==> src/rtl/display_scan_if.sv <==
// Datapath-facing bundle for the two-digit scanner: load strobe and values in,
// segment patterns, digit select and frame pulse out.
interface display_scan_if;
    logic       load;
    logic [3:0] val1;
    logic [3:0] val2;
    logic [1:0] dp;
    logic [7:0] nro1;
    logic [7:0] nro2;
    logic [1:0] sel;
    logic       frame;

    modport master (output load, val1, val2, dp, input nro1, nro2, sel, frame);
    modport slave  (input load, val1, val2, dp, output nro1, nro2, sel, frame);
endinterface

==> src/rtl/display_scan.sv <==
// Two-digit seven-segment scanner with frame-aligned double-buffered load; SCAN_BLANK_EN adds a blank slot before each digit.
// Load-to-display latency 1..2*DIV cycles; no backpressure, load is always accepted.
module display_scan #(
    parameter int DIV   = 100000,
    parameter int BLANK = 1000
) (
    input  logic          clk,
    input  logic          rst,
    display_scan_if.slave bus
);
    localparam int CW = $clog2(DIV);

`ifdef SCAN_BLANK_EN
    localparam int BLANK_USED = BLANK;
`else
    localparam int BLANK_USED = 0;
`endif
    localparam logic [CW-1:0] SHOW_LAST = CW'(DIV - BLANK_USED - 1);

    typedef enum logic [1:0] {
        S_BLANK1 = 2'd0,
        S_SHOW1  = 2'd1,
        S_BLANK2 = 2'd2,
        S_SHOW2  = 2'd3
    } state_t;

`ifdef SCAN_BLANK_EN
    localparam logic [CW-1:0] BLANK_LAST = CW'(BLANK_USED - 1);
    localparam state_t        RST_STATE  = S_BLANK1;
    localparam logic [1:0]    RST_SEL    = 2'b11;
`else
    localparam state_t        RST_STATE  = S_SHOW1;
    localparam logic [1:0]    RST_SEL    = 2'b10;
`endif

    state_t        state_q, state_d;
    logic [CW-1:0] cnt_q, cnt_d;
    logic          pend_q, pend_d;
    logic [3:0]    pv1_q, pv1_d;
    logic [3:0]    pv2_q, pv2_d;
    logic [1:0]    pdp_q, pdp_d;
    logic [7:0]    nro1_q, nro1_d;
    logic [7:0]    nro2_q, nro2_d;
    logic [1:0]    sel_q, sel_d;
    logic          frame_q, frame_d;
    logic          commit;

    function automatic logic [7:0] enc(input logic [3:0] v, input logic d);
        logic [6:0] seg;
        seg = 7'h7F;
        case (v)
            4'h0: seg = 7'b1000000;
            4'h1: seg = 7'b1111001;
            4'h2: seg = 7'b0100100;
            4'h3: seg = 7'b0110000;
            4'h4: seg = 7'b0011001;
            4'h5: seg = 7'b0010010;
            4'h6: seg = 7'b0000010;
            4'h7: seg = 7'b1111000;
            4'h8: seg = 7'b0000000;
            4'h9: seg = 7'b0010000;
            4'hA: seg = 7'b0001000;
            4'hB: seg = 7'b0000011;
            4'hC: seg = 7'b1000110;
            4'hD: seg = 7'b0100001;
            4'hE: seg = 7'b0000110;
            4'hF: seg = 7'b0001110;
            default: seg = 7'h7F;
        endcase
        return {~d, seg};
    endfunction

    always_comb begin
        state_d = state_q;
        cnt_d   = cnt_q + 1'b1;
        case (state_q)
`ifdef SCAN_BLANK_EN
            S_BLANK1: if (cnt_q == BLANK_LAST) state_d = S_SHOW1;
            S_SHOW1:  if (cnt_q == SHOW_LAST)  state_d = S_BLANK2;
            S_BLANK2: if (cnt_q == BLANK_LAST) state_d = S_SHOW2;
            S_SHOW2:  if (cnt_q == SHOW_LAST)  state_d = S_BLANK1;
`else
            S_SHOW1:  if (cnt_q == SHOW_LAST)  state_d = S_SHOW2;
            S_SHOW2:  if (cnt_q == SHOW_LAST)  state_d = S_SHOW1;
`endif
            default:  state_d = RST_STATE;
        endcase
        if (state_d != state_q) cnt_d = '0;

        // Leaving SHOW2 is always the frame-start edge, in either build.
        commit  = (state_q == S_SHOW2) && (state_d != S_SHOW2);
        frame_d = commit;

        // Registered from next state so the select never glitches through 2'b00.
        case (state_d)
            S_SHOW1: sel_d = 2'b10;
            S_SHOW2: sel_d = 2'b01;
            default: sel_d = 2'b11;
        endcase

        pv1_d  = pv1_q;
        pv2_d  = pv2_q;
        pdp_d  = pdp_q;
        pend_d = pend_q;
        nro1_d = nro1_q;
        nro2_d = nro2_q;
        if (commit && pend_q) begin
            nro1_d = enc(pv1_q, pdp_q[0]);
            nro2_d = enc(pv2_q, pdp_q[1]);
            pend_d = 1'b0;
        end
        // A load on the commit edge lands after the old contents were consumed.
        if (bus.load) begin
            pv1_d  = bus.val1;
            pv2_d  = bus.val2;
            pdp_d  = bus.dp;
            pend_d = 1'b1;
        end
    end

    always_ff @(posedge clk or posedge rst) begin
        if (rst) begin
            state_q <= RST_STATE;
            cnt_q   <= '0;
            pend_q  <= 1'b0;
            pv1_q   <= '0;
            pv2_q   <= '0;
            pdp_q   <= '0;
            nro1_q  <= 8'hFF;
            nro2_q  <= 8'hFF;
            sel_q   <= RST_SEL;
            frame_q <= 1'b0;
        end else begin
            state_q <= state_d;
            cnt_q   <= cnt_d;
            pend_q  <= pend_d;
            pv1_q   <= pv1_d;
            pv2_q   <= pv2_d;
            pdp_q   <= pdp_d;
            nro1_q  <= nro1_d;
            nro2_q  <= nro2_d;
            sel_q   <= sel_d;
            frame_q <= frame_d;
        end
    end

    assign bus.nro1  = nro1_q;
    assign bus.nro2  = nro2_q;
    assign bus.sel   = sel_q;
    assign bus.frame = frame_q;
endmodule

==> src/flat_wrapper.sv <==
// flat-port wrapper written by rule: the top's interface ports become plain ports
module display_scan_flat 
#(
    parameter int DIV   = 100000,
    parameter int BLANK = 1000
)
  (clk, rst, bus_load, bus_val1, bus_val2, bus_dp, bus_nro1, bus_nro2, bus_sel, bus_frame);
  display_scan_if bus_i ();
  input  logic clk;
  input  logic rst;
  input wire logic [$bits(bus_i.load)-1:0] bus_load;
  input wire logic [$bits(bus_i.val1)-1:0] bus_val1;
  input wire logic [$bits(bus_i.val2)-1:0] bus_val2;
  input wire logic [$bits(bus_i.dp)-1:0] bus_dp;
  output wire logic [$bits(bus_i.nro1)-1:0] bus_nro1;
  output wire logic [$bits(bus_i.nro2)-1:0] bus_nro2;
  output wire logic [$bits(bus_i.sel)-1:0] bus_sel;
  output wire logic [$bits(bus_i.frame)-1:0] bus_frame;
  assign bus_i.load = bus_load;
  assign bus_i.val1 = bus_val1;
  assign bus_i.val2 = bus_val2;
  assign bus_i.dp = bus_dp;
  assign bus_nro1 = bus_i.nro1;
  assign bus_nro2 = bus_i.nro2;
  assign bus_sel = bus_i.sel;
  assign bus_frame = bus_i.frame;
  display_scan #(.DIV(DIV), .BLANK(BLANK)) u_core (.clk(clk), .rst(rst), .bus(bus_i));
endmodule
==> config.mk <==
export PLATFORM = sky130hd
export DESIGN_NAME = display_scan_flat
export DESIGN_NICKNAME = d
export VERILOG_FILES = /design/src/rtl/display_scan_if.sv /design/src/rtl/display_scan.sv /design/src/flat_wrapper.sv
export SDC_FILE = /design/constraint.sdc
export NUM_CORES = 1
export LEC_CHECK = 0
export ABC_CLOCK_PERIOD_IN_PS = 3000
export BUFFER_PORTS_ARGS = -buffer_cell sky130_fd_sc_hd__buf_2
export CAP_MARGIN = 20
export CORE_AREA = 2 2 73 68
export CTS_CLUSTER_SIZE = 24
export DETAILED_ROUTE_END_ITERATION = 7
export DIE_AREA = 0 0 75 70
export PLACE_DENSITY = 0.8
export SKIP_LAST_GASP = 1
export SLEW_MARGIN = 5
export SYNTH_ARGS = -nofsm -noshare
export SYNTH_HDL_FRONTEND = slang
export SYNTH_SLANG_ARGS = --single-unit
==> constraint.sdc <==
create_clock -name clk -period 3 [get_ports clk]
set_input_delay 0.75 -clock clk [delete_from_list [all_inputs] [get_ports clk]]
set_output_delay 0.75 -clock clk [all_outputs]
set_load 0.03 [all_outputs]
# --- Word level (Yosys, flattened, before mapping) ---
# Memories as Yosys holds them, arrays and structs flattened. A register that Yosys moved wholly into a read port is not among the register bits.
# Cells that the tools add are included.
word_totals:
  ff_bits: 49
  rom_bits: 224
  n_memories: 2
  out_inout_bits: 19
  in_bits: 13
op_classes:
  n_eq_ne: 7
  muxes: 7
  add_sub_neg: 1
  bitwise_logic: 2
  reduce_logical: 3
memory_table:
  columns: ["memory", "words", "width", "read_ports", "rd_clocked_by_memory_dff", "wr", "line", "source"]
  rows:
  - ["(name not given)", 16, 7, 1, 1, 0, "display_scan.sv:51", "case (v)"]
  - ["(name not given)", 16, 7, 1, 1, 0, "display_scan.sv:51", null]
ops:
  columns: ["op", "n"]
  rows:
  - ["17-bit by 1-bit adder with 17-bit output (second input constant)", 1]
  - ["17-bit == test (second input constant)", 1]
  - ["17-bit 2-to-1 mux", 1]
  - ["2-bit case mux with 2 select lines", 2]
  - ["2-bit by 1-bit == test with 1-bit output (second input constant)", 2]
  - ["2-bit == test (second input constant)", 2]
  - ["2-bit 2-to-1 mux", 2]
  - ["1-bit logical AND", 2]
  - ["1-bit 2-to-1 mux", 2]
  - ["2-bit inequality test", 1]
  - ["2-bit inequality test (second input constant)", 1]
  - ["1-bit inverter", 2]
  - ["2-bit nonzero test", 1]

# --- Logic depth before layout (Yosys ltp) ---
# Gate-level depths: netlist (run 1).
depth:
  word_depth: 8
  depth_mapped: 7
  mapped_depth_nobuf: 6

# --- Least setup slack after synthesis (run 1) ---
# Ideal clock, no wire load.
synth_timing:
  path_kind: "reg2reg"
  start: "reg u_core.cnt_q[0]"
  end: "reg u_core.nro1_q[0], in the netlist u_core.bus.nro1[0]"
  path_stages_with_launch: 8
  arrival_ps: 1896
  required_ps: 2918
  slack_ps: 1021
  path_buffers: 2
  cell_sequence: "dfrtp_1 > ha_1 > buf_2 > and4bb_2 > nand2_1 > nor4_4 > buf_8 > mux2_4"
synth_between:
  elab_chain_len: 6
synth_lines:
  columns: ["item", "line", "source"]
  rows:
  - ["from (decl)", "display_scan.sv:37", "logic [CW-1:0] cnt_q, cnt_d;"]
  - ["from (signal assigned)", "display_scan.sv:135", "cnt_q <= cnt_d;"]
  - ["17-bit == test (*)", "display_scan.sv:83, display_scan.sv:84", null]
  - ["2-bit 2-to-1 mux (on tied branches)", "display_scan.sv:84, display_scan.sv:83", null]
  - ["2-bit case mux with 2 select lines (*)", "display_scan.sv:76", "case (state_q)"]
  - ["2-bit inequality test (*)", "display_scan.sv:91", "commit = (state_q == S_SHOW2) && (state_d != S_SHOW2);"]
  - ["1-bit logical AND (*)", "display_scan.sv:91", null]
  - ["1-bit logical AND (*)", "display_scan.sv:107", "if (commit && pend_q) begin"]
  - ["to (decl)", "display_scan.sv:42", "logic [7:0] nro1_q, nro1_d;"]
# Mark *: on every way between the ends. The rest lies on a longest branch, timed or not.
# A chain may end at the register's enable or synchronous reset.

# --- Worst setup path after layout (run 1) ---
layout_timing:
  start: "reg u_core.cnt_q[0]"
  end: "reg u_core.nro2_q[0], in the netlist u_core.bus.nro2[0]"
layout_between:
  elab_chain_len: 6
layout_lines:
  columns: ["item", "line", "source"]
  rows:
  - ["17-bit == test (*)", "display_scan.sv:83, display_scan.sv:84", null]
  - ["2-bit 2-to-1 mux (on tied branches)", "display_scan.sv:84, display_scan.sv:83", null]
  - ["2-bit case mux with 2 select lines (*)", "display_scan.sv:76", null]
  - ["2-bit inequality test (*)", "display_scan.sv:91", null]
  - ["1-bit logical AND (*)", "display_scan.sv:91", null]
  - ["1-bit logical AND (*)", "display_scan.sv:107", null]
  - ["to (decl)", "display_scan.sv:43", "logic [7:0] nro2_q, nro2_d;"]
# Marked as above.

==> results of run 1 <==
[registers in the layout (all words and copies together) (netlist names)]
register          cells
u_core.bus.nro2       8
u_core.state_q        2
u_core.bus.frame      1
u_core.pv1_q          4
u_core.pdp_q          2
u_core.pend_q         1
u_core.bus.nro1       8
u_core.pv2_q          4
u_core.cnt_q         17
u_core.bus.sel        2
[power by group through the flow]
| stage | registers, mW | logic, mW | clock network (mW) |
|---|---|---|---|
| 3_5_place_dp | 0.721 | 0.136 | 0 |
| 3_3_place_gp | 0.719 | 0.130 | 0 |
| 5_1_grt | 0.713 | 0.157 | 0.510 |
| 2_1_floorplan | 0.706 | 0.113 | 0 |
| 6_report | 0.709 | 0.135 | 0.464 |
| 4_1_cts | 0.709 | 0.137 | 0.481 |
[layer usage]
layer / track usage / up-vias / share of wire
li1: - / 878 / -
met2: 0.337 / 26 / 0.50
met4: 0.0536 / 0 / 0.0089
met1: 0.271 / 873 / 0.45
met3: 0.0476 / 6 / 0.034
met5: 0 / - / 0
[worst paths after layout]
path / startpoint / end / slack, ns / depth (start not counted)
min reg2reg: u_core.pdp_q[1]$_DFFE_PP0P_ / u_core.bus.nro2[7]$_DFFE_PP1P_ / 0.42 / 1
max: u_core.cnt_q[0]$_DFF_PP0_ / u_core.bus.nro2[0]$_DFFE_PP1P_ / 0.94 / 6
min in group asynchronous: rst / u_core.pv2_q[3]$_DFFE_PP0P_ / 0.62 / 2
max reg2reg: u_core.cnt_q[0]$_DFF_PP0_ / u_core.bus.nro2[0]$_DFFE_PP1P_ / 0.94 / 6
max in group asynchronous: rst / u_core.bus.nro1[4]$_DFFE_PP1P_ / 1.66 / 3
min: u_core.pdp_q[1]$_DFFE_PP0P_ / u_core.bus.nro2[7]$_DFFE_PP1P_ / 0.42 / 1
[cell families after synthesis]
family | Yosys count
simple gates | 76
other cells | 1
buf+inv | 22
mux | 33
flops | 49
fa+ha+maj | 13
compound gates | 28
xor+xnor | 13
[through the flow]
stage          instances  cell area, um2  setup WS, ns
2_1_floorplan        235            2620          1.02
3_3_place_gp         326            2840          1.01
3_5_place_dp         326            2840         0.957
4_1_cts              334            2950         0.939
5_1_grt              334            2950         0.798
6_report             334            2950         0.943
[synth_stat cells, types with 5 or more instances]
| cell | count | area [um2] |
|---|---|---|
| dfstp_2 | 18 | 473 |
| a21oi_1 | 5 | 25.0 |
| xnor2_1 | 5 | 43.8 |
| nand3_1 | 9 | 45.0 |
| mux2_4 | 8 | 120 |
| dfrtp_1 | 31 | 776 |
| nand2_1 | 16 | 60.1 |
| mux2_2 | 11 | 124 |
| mux2i_1 | 12 | 120 |
| o21ai_0 | 17 | 85.1 |
| nand4_1 | 6 | 37.5 |
| inv_1 | 14 | 52.6 |
| nor2_1 | 19 | 71.3 |
| ha_1 | 13 | 163 |
| xor2_1 | 8 | 70.1 |
[area by class of cell]
cell class	count	area share
Tap cell	65	0.0276
Timing Repair Buffer	34	0.0603
Clock inverter	2	0.0132
Sequential cell	49	0.424
Inverter	14	0.0178
Multi-Input combinational cell	164	0.433
Clock buffer	6	0.0246
[cell usage in the layout, fill, tap and decap left out, types with 9 or more instances in the layout]
master,instances
nor2_1,19
dfstp_2,18
o21ai_0,17
mux2i_1,12
inv_1,13
buf_2,31
dfrtp_1,31
ha_1,13
nand2_1,16
mux2_2,11
nand3_1,9
==> impl_metrics.tcl, run 1 <==
set metrics [dict create \
    hold-worst-slack_ns 0.416 \
    tritoncts "built" \
    post-route-period-util 0.686 \
    coreArea_um2 4590 \
    synth_edf_count 0 \
    numCtsBuffers 5 \
    io_buffer_count 31 \
    fin_util 0.641 \
    post_cts_buffers 0 \
    diodes 0 \
    clock_sinks 49 \
    async_reset_ff_frac 1.00 \
    seq_area_frac_synth 0.476 \
    grt_pass1_wl_mm 8.40 \
    period_minus_slack_ns 2.06 \
    drt_pass1_iterations 4 \
    setup_viol 0 \
    required_ns 3.23 \
    power_switching_mw 0.317 \
    nFillCells 368 \
    place_hpwl_mm 3.36 \
    clock_skew_ns 0.00825 \
    drtIter0Drc 83 \
    worstSetupPathType "reg -> reg" \
    yosys.area_share.simple 0.162 \
    dieArea_um2 5250 \
    yosys_most_used_dff "dfrtp_1" \
    syn_nets 261 \
    cts-root-buf "clkbuf_8" \
    synth_compound_area_frac 0.0601 \
    drcViolationCount 0 \
    crit_buf_inv 1 \
    intPower_mw 0.991 \
    ys_ff_latch 49 \
    io_pins 32 \
    grt_max_degree 44 \
    num_rows 24 \
    combPwrFrac 0.103 \
    crit_arrival_ns 2.29 \
    initial_core_util 0.571 \
    worst_setup_path_start_kind "flip-flop" \
    synth.distinct_cells 41 \
    synth_xor_area_frac 0.0434 \
    first_global_vias 1838 \
    nets 294 \
    dr_total_vias 1783 \
    synthAdderAreaFrac 0.0621 \
    slowest_stage "dfrtp_1" \
    yosys_warnings 0 \
    overflow 0 \
    antenna_left 0 \
    powerDensity_nw_per_um2 444 \
    grt_usage 0.205 \
    multi_input_area_um2 1270 \
    finalHoldViolCount 0 \
    wire_per_inst_um 13.8 \
    rsz0062_at_grt "false" \
    antenna_found_initial 0 \
    crit_path_end_kind "flip-flop" \
    muxShareOfSynthArea 0.157 \
    hold_path.class "reg -> reg" \
    synthCells 235 \
    crit_chain "ha_1, and4bb_2, nand2_1, nor4_4, buf_4, mux2_2" \
    clockBufferDepth 2 \
    cap_violations 0 \
    seqCellArea_um2 1250 \
    gp_congestion 0.846 \
    timing.slew.headroom 0.423 \
    area_delta_synth_final_pct 12.4 \
    design_power_total_mw 1.31 \
    synth.cell_area_um2 2620 \
    peakVddDrop_uv 248 \
    cp_max_fo 16 \
    h-tree-depth 2 \
    slowest_delay_ns 0.45 \
    p_sw_frac 0.242 \
    cts_hold_buf 0 \
    p_clk_frac 0.354 \
    leakage_nw 1.35 \
    worst-slew-pin-transition_ns 0.864 \
    die_h_um 70 \
    clk_latency_ns 0.30 \
    wirelength_mm 4.59 \
    status "finished clean" \
    die_x_um 75 \
    critPathTopFamily "simple AND/OR/NAND/NOR gates" \
    synth_top_family_by_area "simple AND/OR/NAND/NOR gates" \
    avgSynthCellArea_um2 11.2 \
    fmax_mhz 486 \
    layout-drive-gt1-share 0.316 \
    clkTransAtPathRegs_ns 0.09 \
    cts_resized 0 \
    slew_violations 0 \
    seqPwrFrac 0.542 \
    fin_setup_tns_ns 0 \
    via_per_inst 5.34 \
]
No activity file was read; power rests on OpenSTA's default activity.
==> run 2, diff against run 1 <==
- ABC_CLOCK_PERIOD_IN_PS: 3000 -> 2110
- CORE_AREA: 2 2 73 68 -> 2 2 74 69
- DIE_AREA: 0 0 75 70 -> 0 0 76 71
- PLACE_DENSITY: 0.8 -> 0.78
- clock period: 3 -> 2.11 ns (I/O delays scaled with it)
==> run 2 against run 1 <==
Sequential cell count did not move. Worst setup slack got worse by 0.66 ns. Via count is 0.62% higher. Clock power is 18% higher. Non-clock buffer count is 3 higher. Maximum frequency rose by 13%. Die area is 2.8% higher. Clock-buffer cell count is 1 lower. Cell count up 0.90%. Critical path type unchanged. Critical endpoint is now u_core.bus.nro1[3]$_DFFE_PP1P_.
==> impl_metrics.tcl, run 2 (synthesis results as in run 1) <==
set metrics [dict create \
    h-tree-depth 2 \
    drtIter0Drc 119 \
    first_global_vias 1738 \
    r2r_end "u_core.bus.nro1[3]$_DFFE_PP1P_" \
    final_cell_count_no_fill 337 \
    post-route-period-util 0.866 \
    fin_ws_ns 0.282 \
    cts-root-buf "clkbuf_8" \
    status "finished clean" \
    placed_area_um2 2860 \
    layout-drive-gt1-share 0.327 \
    clock_sinks 49 \
    initial_core_util 0.563 \
    clock_skew_ns 0.00835 \
    leakage_nw 1.36 \
    drt_pass1_iterations 4 \
    clkTransAtPathRegs_ns 0.09 \
    placedCellCount 329 \
    cap_violations 0 \
    wire_per_inst_um 14.0 \
    grt_pass1_wl_mm 8.19 \
    worst_setup_path_start_kind "flip-flop" \
    dr_total_vias 1794 \
    rsz0062_at_grt "false" \
    antenna_left 0 \
    period_minus_slack_ns 1.83 \
    io_pins 32 \
    crit_path_end_kind "flip-flop" \
    dieArea_um2 5400 \
    tritoncts "built" \
    die_x_um 76 \
    overflow 0 \
    wirelength_mm 4.72 \
    hold_path.class "in -> async" \
    design_power_total_mw 1.75 \
    drcViolationCount 0 \
    cts_resized 0 \
    r2r.worst_path.cells 5 \
    gp_congestion 0.915 \
    top_usage_layer "met2" \
    use_met3 0.0510 \
    grt_usage 0.187 \
    fmax_mhz 547 \
    clockBufferDepth 2 \
    fin_setup_tns_ns 0 \
    num_rows 24 \
    nets 297 \
    area_delta_synth_final_pct 12.3 \
    cts_hold_buf 0 \
    hold-worst-slack_ns 0.360 \
    finalHoldViolCount 0 \
    die_h_um 71 \
    clk_latency_ns 0.31 \
    slew_violations 0 \
    crit_arrival_ns 2.07 \
    worst-slew-pin-transition_ns 0.603 \
    final_area_um2 2940 \
    timing.slew.headroom 0.598 \
    met1_usage 0.262 \
    io_buffer_count 31 \
    grt_use_met2 0.291 \
    r2r_start "u_core.pv1_q[0]$_DFFE_PP0P_" \
    place_hpwl_mm 3.36 \
    peakVddDrop_uv 414 \
    setup_viol 0 \
    diodes 0 \
    final_cell_mix "buf_2 (31), dfrtp_1 (31), nor2_1 (19), dfstp_2 (18), o21ai_0 (17)" \
    required_ns 2.35 \
    post_cts_buffers 0 \
    largest_register_ffs 17 \
    cp_max_fo 6 \
    via_per_inst 5.32 \
    dpl_worst_slack_ns 0.303 \
    grt_max_degree 50 \
    numCtsBuffers 5 \
    reg2reg_slack_ns 0.28 \
    top_register "u_core.cnt_q" \
    coreArea_um2 4650 \
    fin_util 0.633 \
    antenna_found_initial 0 \
    powerDensity_nw_per_um2 595 \
    worstSetupPathType "reg -> reg" \
]
-- run 2: cell types whose count changed in the layout (fill, tap and decap cells not counted), sizes merged --
cell | previous run | this run
clkbuf | 6 | 5
buf | 34 | 37
clkinv | 1 | 2
bufinv | 1 | 0
clkinvlp | 0 | 1
-- run 2: worst max path at each step --
stage                                      from                        endpoint  slack (ns)  cells past startpoint
CTS                 u_core.pv1_q[0]$_DFFE_PP0P_  u_core.bus.nro1[3]$_DFFE_PP1P_        0.29                      5
finish              u_core.pv1_q[0]$_DFFE_PP0P_  u_core.bus.nro1[3]$_DFFE_PP1P_        0.28                      5
global route        u_core.pv1_q[0]$_DFFE_PP0P_  u_core.bus.nro1[3]$_DFFE_PP1P_        0.21                      5
global placement     u_core.cnt_q[14]$_DFF_PP0_  u_core.bus.nro1[4]$_DFFE_PP1P_        0.35                      5
floorplan             u_core.cnt_q[0]$_DFF_PP0_  u_core.bus.nro1[0]$_DFFE_PP1P_        0.13                      7
detailed placement  u_core.pv1_q[0]$_DFFE_PP0P_  u_core.bus.nro1[3]$_DFFE_PP1P_        0.30                      5
-- run 2: layer usage --
metal,part of all wire,wire [um]
met1,0.49,2300
met2,0.46,2150
met3,0.045,214
met4,0.013,61
met5,0,0
-- run 2: worst max-delay path, cell delays in order, from the launching register on --
cell	delay (ns)
dfrtp_1	0.42
inv_1	0.14
ha_1	0.32
inv_1	0.04
mux4_4	0.57
mux2_4	0.27
-- run 2: layout make-up --
type                    instances  area (um2)
clock buffers                   5        68.8
multi-input cells             164        1270
repair buffers                 37         200
fillers                       360        1710
inverters                      14        52.6
flip-flops and latches         49        1250
clock inverters                 3        17.5
well taps                      65        81.3
-- run 2: where the power goes --
group          switching, mW  internal, mW
Combinational          0.112        0.0920
Clock                  0.318         0.229
Sequential            0.0367         0.964
Total                  0.467          1.29
